## src/rtl/evenodd_frame_stats.sv

```systemverilog
// Frame statistics for the even/odd detector stream. Counts parities, flag mismatches and
// the longest same-parity run per frame, and hands out one summary per frame.
module evenodd_frame_stats #(
    parameter int WINDOW  = 8,
    parameter int RUN_LEN = 3,
    parameter int CNT_W   = 4
) (
    input  logic             clk,
    input  logic             rst,
    input  logic             in_valid,
    output logic             in_ready,
    input  logic [3:0]       x,
    input  logic             even,
    input  logic             odd,
    output logic             out_valid,
    input  logic             out_ready,
    output logic [CNT_W-1:0] even_count,
    output logic [CNT_W-1:0] odd_count,
    output logic [CNT_W-1:0] max_run,
    output logic [CNT_W-1:0] mismatch_count,
    output logic             run_alarm
);

    localparam logic [CNT_W-1:0] WIN_C = CNT_W'(WINDOW);
    localparam logic [CNT_W-1:0] RUN_C = CNT_W'(RUN_LEN);

    typedef enum logic {COLLECT = 1'b0, REPORT = 1'b1} state_t;

    state_t           state_q;
    logic [CNT_W-1:0] smp_cnt_q, even_q, odd_q, mm_q, run_len_q, max_q;
    logic             last_par_q, last_vld_q;
    logic [CNT_W-1:0] even_count_q, odd_count_q, max_run_q, mismatch_count_q;
    logic             run_alarm_q;

    logic             accept, par, flag_bad, same;
    logic [CNT_W-1:0] smp_cnt_d, even_d, odd_d, mm_d, run_len_d, max_d;
    logic             unused_x;

    function automatic logic [CNT_W-1:0] sat_inc(input logic [CNT_W-1:0] v);
        return (&v) ? v : v + 1'b1;
    endfunction

    // Only x[0] classifies the sample; the flags are merely audited against it.
    assign unused_x = ^x[3:1];
    assign accept   = in_valid && in_ready;
    assign par      = x[0];
    assign flag_bad = (even != ~x[0]) || (odd != x[0]);
    assign same     = last_vld_q && (last_par_q == par);

    always_comb begin
        smp_cnt_d = sat_inc(smp_cnt_q);
        even_d    = par ? even_q : sat_inc(even_q);
        odd_d     = par ? sat_inc(odd_q) : odd_q;
        mm_d      = flag_bad ? sat_inc(mm_q) : mm_q;
        run_len_d = same ? sat_inc(run_len_q) : CNT_W'(1);
        max_d     = (run_len_d > max_q) ? run_len_d : max_q;
    end

    always_ff @(posedge clk) begin
        if (rst) begin
            state_q          <= COLLECT;
            smp_cnt_q        <= '0;
            even_q           <= '0;
            odd_q            <= '0;
            mm_q             <= '0;
            run_len_q        <= '0;
            max_q            <= '0;
            last_par_q       <= 1'b0;
            last_vld_q       <= 1'b0;
            even_count_q     <= '0;
            odd_count_q      <= '0;
            max_run_q        <= '0;
            mismatch_count_q <= '0;
            run_alarm_q      <= 1'b0;
        end else begin
            run_alarm_q <= 1'b0;
            case (state_q)
                COLLECT: begin
                    if (accept) begin
                        smp_cnt_q   <= smp_cnt_d;
                        even_q      <= even_d;
                        odd_q       <= odd_d;
                        mm_q        <= mm_d;
                        run_len_q   <= run_len_d;
                        max_q       <= max_d;
                        last_par_q  <= par;
                        last_vld_q  <= 1'b1;
                        // Guard on the old length so a saturated run cannot re-fire.
                        run_alarm_q <= (run_len_d == RUN_C) && (run_len_q != RUN_C);
                        if (smp_cnt_d == WIN_C) begin
                            state_q          <= REPORT;
                            even_count_q     <= even_d;
                            odd_count_q      <= odd_d;
                            max_run_q        <= max_d;
                            mismatch_count_q <= mm_d;
                        end
                    end
                end
                REPORT: begin
                    if (out_ready) begin
                        state_q    <= COLLECT;
                        smp_cnt_q  <= '0;
                        even_q     <= '0;
                        odd_q      <= '0;
                        mm_q       <= '0;
                        run_len_q  <= '0;
                        max_q      <= '0;
                        last_par_q <= 1'b0;
                        last_vld_q <= 1'b0;
                    end
                end
                default: state_q <= COLLECT;
            endcase
        end
    end

    assign in_ready       = (state_q == COLLECT);
    assign out_valid      = (state_q == REPORT);
    assign even_count     = even_count_q;
    assign odd_count      = odd_count_q;
    assign max_run        = max_run_q;
    assign mismatch_count = mismatch_count_q;
    assign run_alarm      = run_alarm_q;

endmodule
```

## config.mk

```make
export PLATFORM = sky130hd
export DESIGN_NAME = evenodd_frame_stats
export DESIGN_NICKNAME = d
export VERILOG_FILES = /design/src/rtl/evenodd_frame_stats.sv
export SDC_FILE = /design/constraint.sdc
export NUM_CORES = 1
export LEC_CHECK = 0
export ABC_AREA = 1
export CAP_MARGIN = 10
export CORE_UTILIZATION = 40
export DETAILED_ROUTE_END_ITERATION = 16
export HOLD_SLACK_MARGIN = 0.1
export PLACE_DENSITY = 0.65
export RECOVER_POWER = 25
export SYNTH_ARGS = -nofsm -noshare
export SYNTH_HDL_FRONTEND = slang
export SYNTH_SLANG_ARGS = --single-unit
```

## constraint.sdc

```tcl
create_clock -name clk -period 2.7 [get_ports clk]
set_input_delay 0.54 -clock clk [delete_from_list [all_inputs] [get_ports clk]]
set_output_delay 0.54 -clock clk [all_outputs]
set_load 0.005 [all_outputs]
```

* Yosys cells after proc, flatten, opt, wreduce, memory -nomap -nowiden
Index checks and enable logic that the tools add are counted.
Widths: inputs -> output; s select.
** Word-level totals
- Bits of input ports :: 10
- Output and inout bits :: 19
- Logic and storage cells :: 75
- Register bits after elaboration :: 44
** Operators by class
- Reductions and logical operators :: 12
- Add/subtract/negate cells :: 5
- $lt $le $gt $ge :: 1
- Bitwise gates (word level) :: 3
- Mux-type cells :: 32
- Equality and inequality tests :: 8
** Operator list (number)
- $mux 4 :: 17
- $pmux 4 s2 :: 6
- $add 4x1->4 const B :: 5
- $reduce_and 4->1 :: 5
- $mux 1 :: 6
- $pmux 1 s2 :: 3
- $eq 4x2->1 const B :: 1
- $eq 4x4->1 const B :: 1
- $gt 4x4->1 :: 1
- $ne 4x2->1 const B :: 1
- $logic_and 1x1->1 :: 3
- $not 1->1 :: 3
- $reduce_and 3->1 :: 1
- $reduce_or 3->1 :: 1
- $ne 1x1->1 :: 2
- $ne 2x1->1 const B :: 1
- $ne 2x2->1 const B :: 1
- $reduce_and 2->1 :: 1
- $eq 1x1->1 :: 1
- $logic_or 1x1->1 :: 1

* Logic depth before layout (Yosys ltp)
- Depth in word-level cells :: 7
- Gate-level depth with buffers :: 16
- Gate-level depth less buffers :: 16

* Worst setup path before layout
OpenSTA, ideal clock, no wires.
- Kind :: register to register
- Start point :: reg run_len_q[0]
- End point :: reg max_run_q[2], in the netlist max_run[2]
- Setup slack :: 490 ps
- Stages on the path, launching flop included :: 17
- Data required time :: 2591 ps
- Path buffers :: 0
- Clock period less this slack :: 2210 ps
- Arrival time :: 2101 ps
- Setup time :: 109 ps
- Cell sequence :: dfxtp_1 ha_1 nand3_1 inv_1 or2_2 nand2_1 inv_1 ha_1 inv_1 o21bai_1 nand4_2 nand2_4 nand2_4 nand2_1 nand3_1 nand2_1 inv_1
** Between the ends
- Cells in the longest elaborated chain, start to end :: 5
- Elaborated cells between the ends (all ways) :: 6
- Those cells by class :: add/sub (1); order compare (1); mux (3); reduce/logical (1)
** Ends and longest elaborated chain
- from (decl) :: line 30 : logic [CNT_W-1:0] smp_cnt_q, even_q, odd_q, mm_q, run_len_q, max_q;
- from (signal assigned) :: line 84 : run_len_q <= run_len_d;
- $add 4x1->4 / $reduce_and 4->1 (equally long branches) :: line 40 : return (&v) ? v : v + 1'b1;
- $mux 4 * :: line 40
- $mux 4 * :: line 55 : run_len_d = same ? sat_inc(run_len_q) : CNT_W'(1);
- $gt 4x4->1 :: line 56 : max_d = (run_len_d > max_q) ? run_len_d : max_q;
- $mux 4 * :: line 56
- to (signal assigned) :: line 94 : max_run_q <= max_d;
- to (decl) :: line 32 : logic [CNT_W-1:0] even_count_q, odd_count_q, max_run_q, mismatch_count_q;
Every way passes the cells marked *; elsewhere a longest branch is shown, timed or not.
A chain may end at the register's enable or synchronous reset.

* Final worst setup path
- Start point :: in x[0]
- End point :: reg max_run_q[1], in the netlist max_run[1]
** Between the ends
- Cells in the longest elaborated chain, start to end :: 5
** Ends and longest elaborated chain
- from (decl) :: line 12 : input logic [3:0] x,
- $eq 1x1->1 * :: line 48 : assign same = last_vld_q && (last_par_q == par);
- $logic_and 1x1->1 * :: line 48
- $mux 4 * :: line 55
- $gt 4x4->1 :: line 56
- $mux 4 * :: line 56
Marked as above.

==> qor.json <==
{
  "synthArstFlopShare": 0,
  "share_comb_of_total_power": 0.301,
  "timing.fmax_mhz": 403.7,
  "via_count": 1982,
  "layout-area-overhead-vs-synth_pct": 19.81,
  "max-clock-path-buffers": 2,
  "track_usage": 0.1666,
  "die_height_um": 76.77,
  "synth_edf_count": 0,
  "placement.io_buffers": 25,
  "worst-setup-path-type": "in -> reg",
  "floorplan.initialDensity": 0.4269,
  "grt_most_used_layer": "met2",
  "boundaryPins": 29,
  "ant_nets": 0,
  "synthesis.nets": 308,
  "worst_hold_slack_ps": 479.9,
  "wire_per_inst_um": 11.77,
  "core.rowCount": 26,
  "netlist_top_cells_count": "dfxtp_1 (44), nand2_1 (44), inv_1 (34), nand3_1 (34), o21ai_0 (28)",
  "grt_pass1_wl_um": 7948,
  "dp_hpwl_um": 3377,
  "timing.setup.tns_ps": 0,
  "floorplan.die_area_um2": 5893,
  "drt-initial-drc-count": 57,
  "cp.required_ps": 2890,
  "post_cts_buffers": 0,
  "cts_resized": 0,
  "core_region_area_um2": 5238,
  "grt_antenna_before_repair": 0,
  "drt-total-wl_um": 4649,
  "ctsRootBufferMaster": "clkbuf_8",
  "swShare": 0.3399,
  "static-leakage-power_nw": 1.175,
  "layout_worst_path_cycle_share": 0.9175,
  "insertedDiodeCount": 0,
  "post-synth-top-area-fraction": 0.3940,
  "setup_ws_ps": 222.8,
  "die-width_um": 76.77,
  "critical_path_arrival_ps": 2670,
  "worst_path_dominant_cell_family": "simple AND/OR/NAND/NOR gates",
  "layoutNonFillerInstCount": 395,
  "post_synth.cell_area_avg_um2": 7.710,
  "status": "completed",
  "setup_repair_after_global_routing_missed_its_margin": "no",
  "pin_count_of_the_biggest_net_entering_global_routing": 31,
  "worst_setup_hold_path_clk_slew_ps": 80,
  "clock_power_share": 0.255,
  "dpl_worst_slack_ps": -106.8,
  "yosysTopAreaCell": "dfxtp_1",
  "synth_top_cells_by_area": "dfxtp_1 (39%), nand3_1 (7.6%), nand2_1 (7.4%), o21ai_0 (6.3%), inv_1 (5.7%)",
  "post_route_cells_drive_above_1_share": 0.1200,
  "critical_path.startpoint_type": "input pin",
  "power_per_cell_area_nw_per_um2": 608.6,
  "insertion_delay_ps": 280,
  "cell_internal_pwr_w": 0.001076,
  "worst_path_largest_cell_delay_ps": 530,
  "drc_violation_count_after_routing": 0,
  "worst_pin_slew_ps": 879.9,
  "part_of_the_yosys_area_used_for_sequential_elements": 0.3940,
  "max_cap_check_violation_count": 0,
  "layout_min_cycle_time_ps": 2477,
  "largest_clock_skew_in_the_final_design_ps": 4.075,
  "worstSetupEndpointType": "register",
  "postSynthRegisterBits": 44,
  "grt.met3_usage": 0.04286,
  "synth.lib_cells_used.distinct": 33,
  "crit_slowest_cell": "clkdlybuf4s50_1",
  "clock_sink_count": 44,
  "clock_tree.htree_level_count": 2,
  "gr-usage-met1": 0.2086,
  "gr-total-overflow": 0,
  "design.final.nets": 342,
  "tritoncts.num_buffers": 5,
  "maxSlewViolCount": 0,
  "ys.flop_type": "dfxtp_1",
  "power.ir.vdd_worst_v": 0.0004230,
  "synth-warning-count": 0,
  "seq_power_share": 0.444,
  "mappedNetlistArea_um2": 2236,
  "drtPass1Iterations": 6,
  "cts_tree": "built",
  "detail_route.vias_per_cell": 5.018,
  "holdCritPathClass": "reg -> reg",
  "critical_path_buffer_and_inverter_count": 4,
  "timing.critical_path.fanout_max": 9,
  "grt.met2_usage": 0.2830,
  "cts_hold_buffers": 0,
  "synthesis.instances": 290,
  "place.gp.congestion": 0.8870,
  "power.switching_w": 0.0005541,
  "worstPathCellList": "clkdlybuf4s50_1 > nor2_2 > nor3_1 > nand2_1 > inv_1 > ha_1 > inv_1 > o21bai_1 > nand4_2 > nand2_4 > nand2_4 > nand2_1 > nand3_1 > nand2_1 > inv_1",
  "final-hold-violation-count": 0,
  "placed_cells_incl_taps": 387,
  "setup_viol": 0,
  "relSlewSlack": 0.4134,
  "first_global_vias": 1786
}
==> cell usage in the layout, fill, tap and decap left out, types with 4 or more instances in the layout <==
cell type        netlist  routed
ha_1                   8       8
nor2_1                26      26
dfxtp_1               44      44
a21oi_1               11      11
o22ai_1               10      10
o21ai_0               28      28
nand3_1               34      34
dlygate4sd3_1          0      11
clkbuf_8               0       6
inv_1                 34      34
clkdlybuf4s50_1        0      14
xor2_1                 7       7
nand2_1               44      44
buf_4                  2      11
nand2_4                4       4
==> cell families (layout without fill, tap and decap cells) <==
logic type                 count (synthesis)  count (layout)  synth area share
and+or+nand+nor                          125             125            0.2776
AOI/OAI and AO/OA                         59              59            0.1572
buffers and inverters                     45              80           0.09065
DFF                                       44              44            0.3940
adders and majority gates                  8               8           0.04477
xor gates and xnor gates                   8               8           0.03134
muxes                                      1               1          0.004477
==> sequential cells by signal, summed over array words and instances, names as in the netlist <==
signal	cells
max_q	4
out_valid	1
mm_q	4
last_par_q	1
even_q	4
smp_cnt_q	4
max_run	4
even_count	4
run_alarm	1
run_len_q	4
odd_count	4
mismatch_count	4
odd_q	4
last_vld_q	1
==> metal layers <==
metal	up-vias	wire length, µm
met3	2	233
met2	32	2195
li1	1041	-
met4	0	27
met1	907	2192
met5	-	0
==> path summary, 6_finish.rpt <==
path,start,to,slack [ps],cells after the start
worst max register to register,run_len_q[0],max_run[1],230,16
worst max-delay path,x[0],max_run[1],220,15
worst min-delay path,mismatch_count[0],mismatch_count[0],480,2
worst min register to register,mismatch_count[0],mismatch_count[0],480,2
==> power by group through the flow <==
| stage | logic [W] | registers (W) | clock network [W] |
|---|---|---|---|
| 6_report | 0.000490 | 0.000724 | 0.000416 |
| 4_1_cts | 0.000493 | 0.000724 | 0.000435 |
| 3_3_place_gp | 0.000478 | 0.000738 | 0 |
| 5_1_grt | 0.000558 | 0.000729 | 0.000463 |
| 2_1_floorplan | 0.000394 | 0.000732 | 0 |
| 3_5_place_dp | 0.000493 | 0.000739 | 0 |
==> per-stage QoR <==
step                      area (µm²)  power (W)  utilization
final                           2679   0.001630       0.5115
after CTS                       2683   0.001651       0.5122
after floorplan                 2236   0.001127            -
after global placement          2592   0.001215       0.4950
after detailed placement        2592   0.001232       0.4950
after global routing            2679   0.001750       0.5115
==> worst reg2reg max path: stages (launching register included) <==
cell,delay [ps]
dfxtp_1,350
ha_1,240
nand3_1,150
inv_1,70
or2_2,260
nand2_1,90
inv_1,60
ha_1,290
inv_1,40
o21bai_1,170
nand4_2,150
nand2_4,140
nand2_4,90
nand2_1,60
nand3_1,70
nand2_1,90
inv_1,40
==> layout make-up <==
cell class                      count  area [µm²]
Fill cell                         512        2559
Multi-Input combinational cell    201        1152
Sequential cell                    44       880.8
Timing Repair Buffer               37       336.6
Inverter                           35       131.4
Clock buffer                        8       90.09
Tap cell                           70       87.58
(Power assumes the default switching activity.)
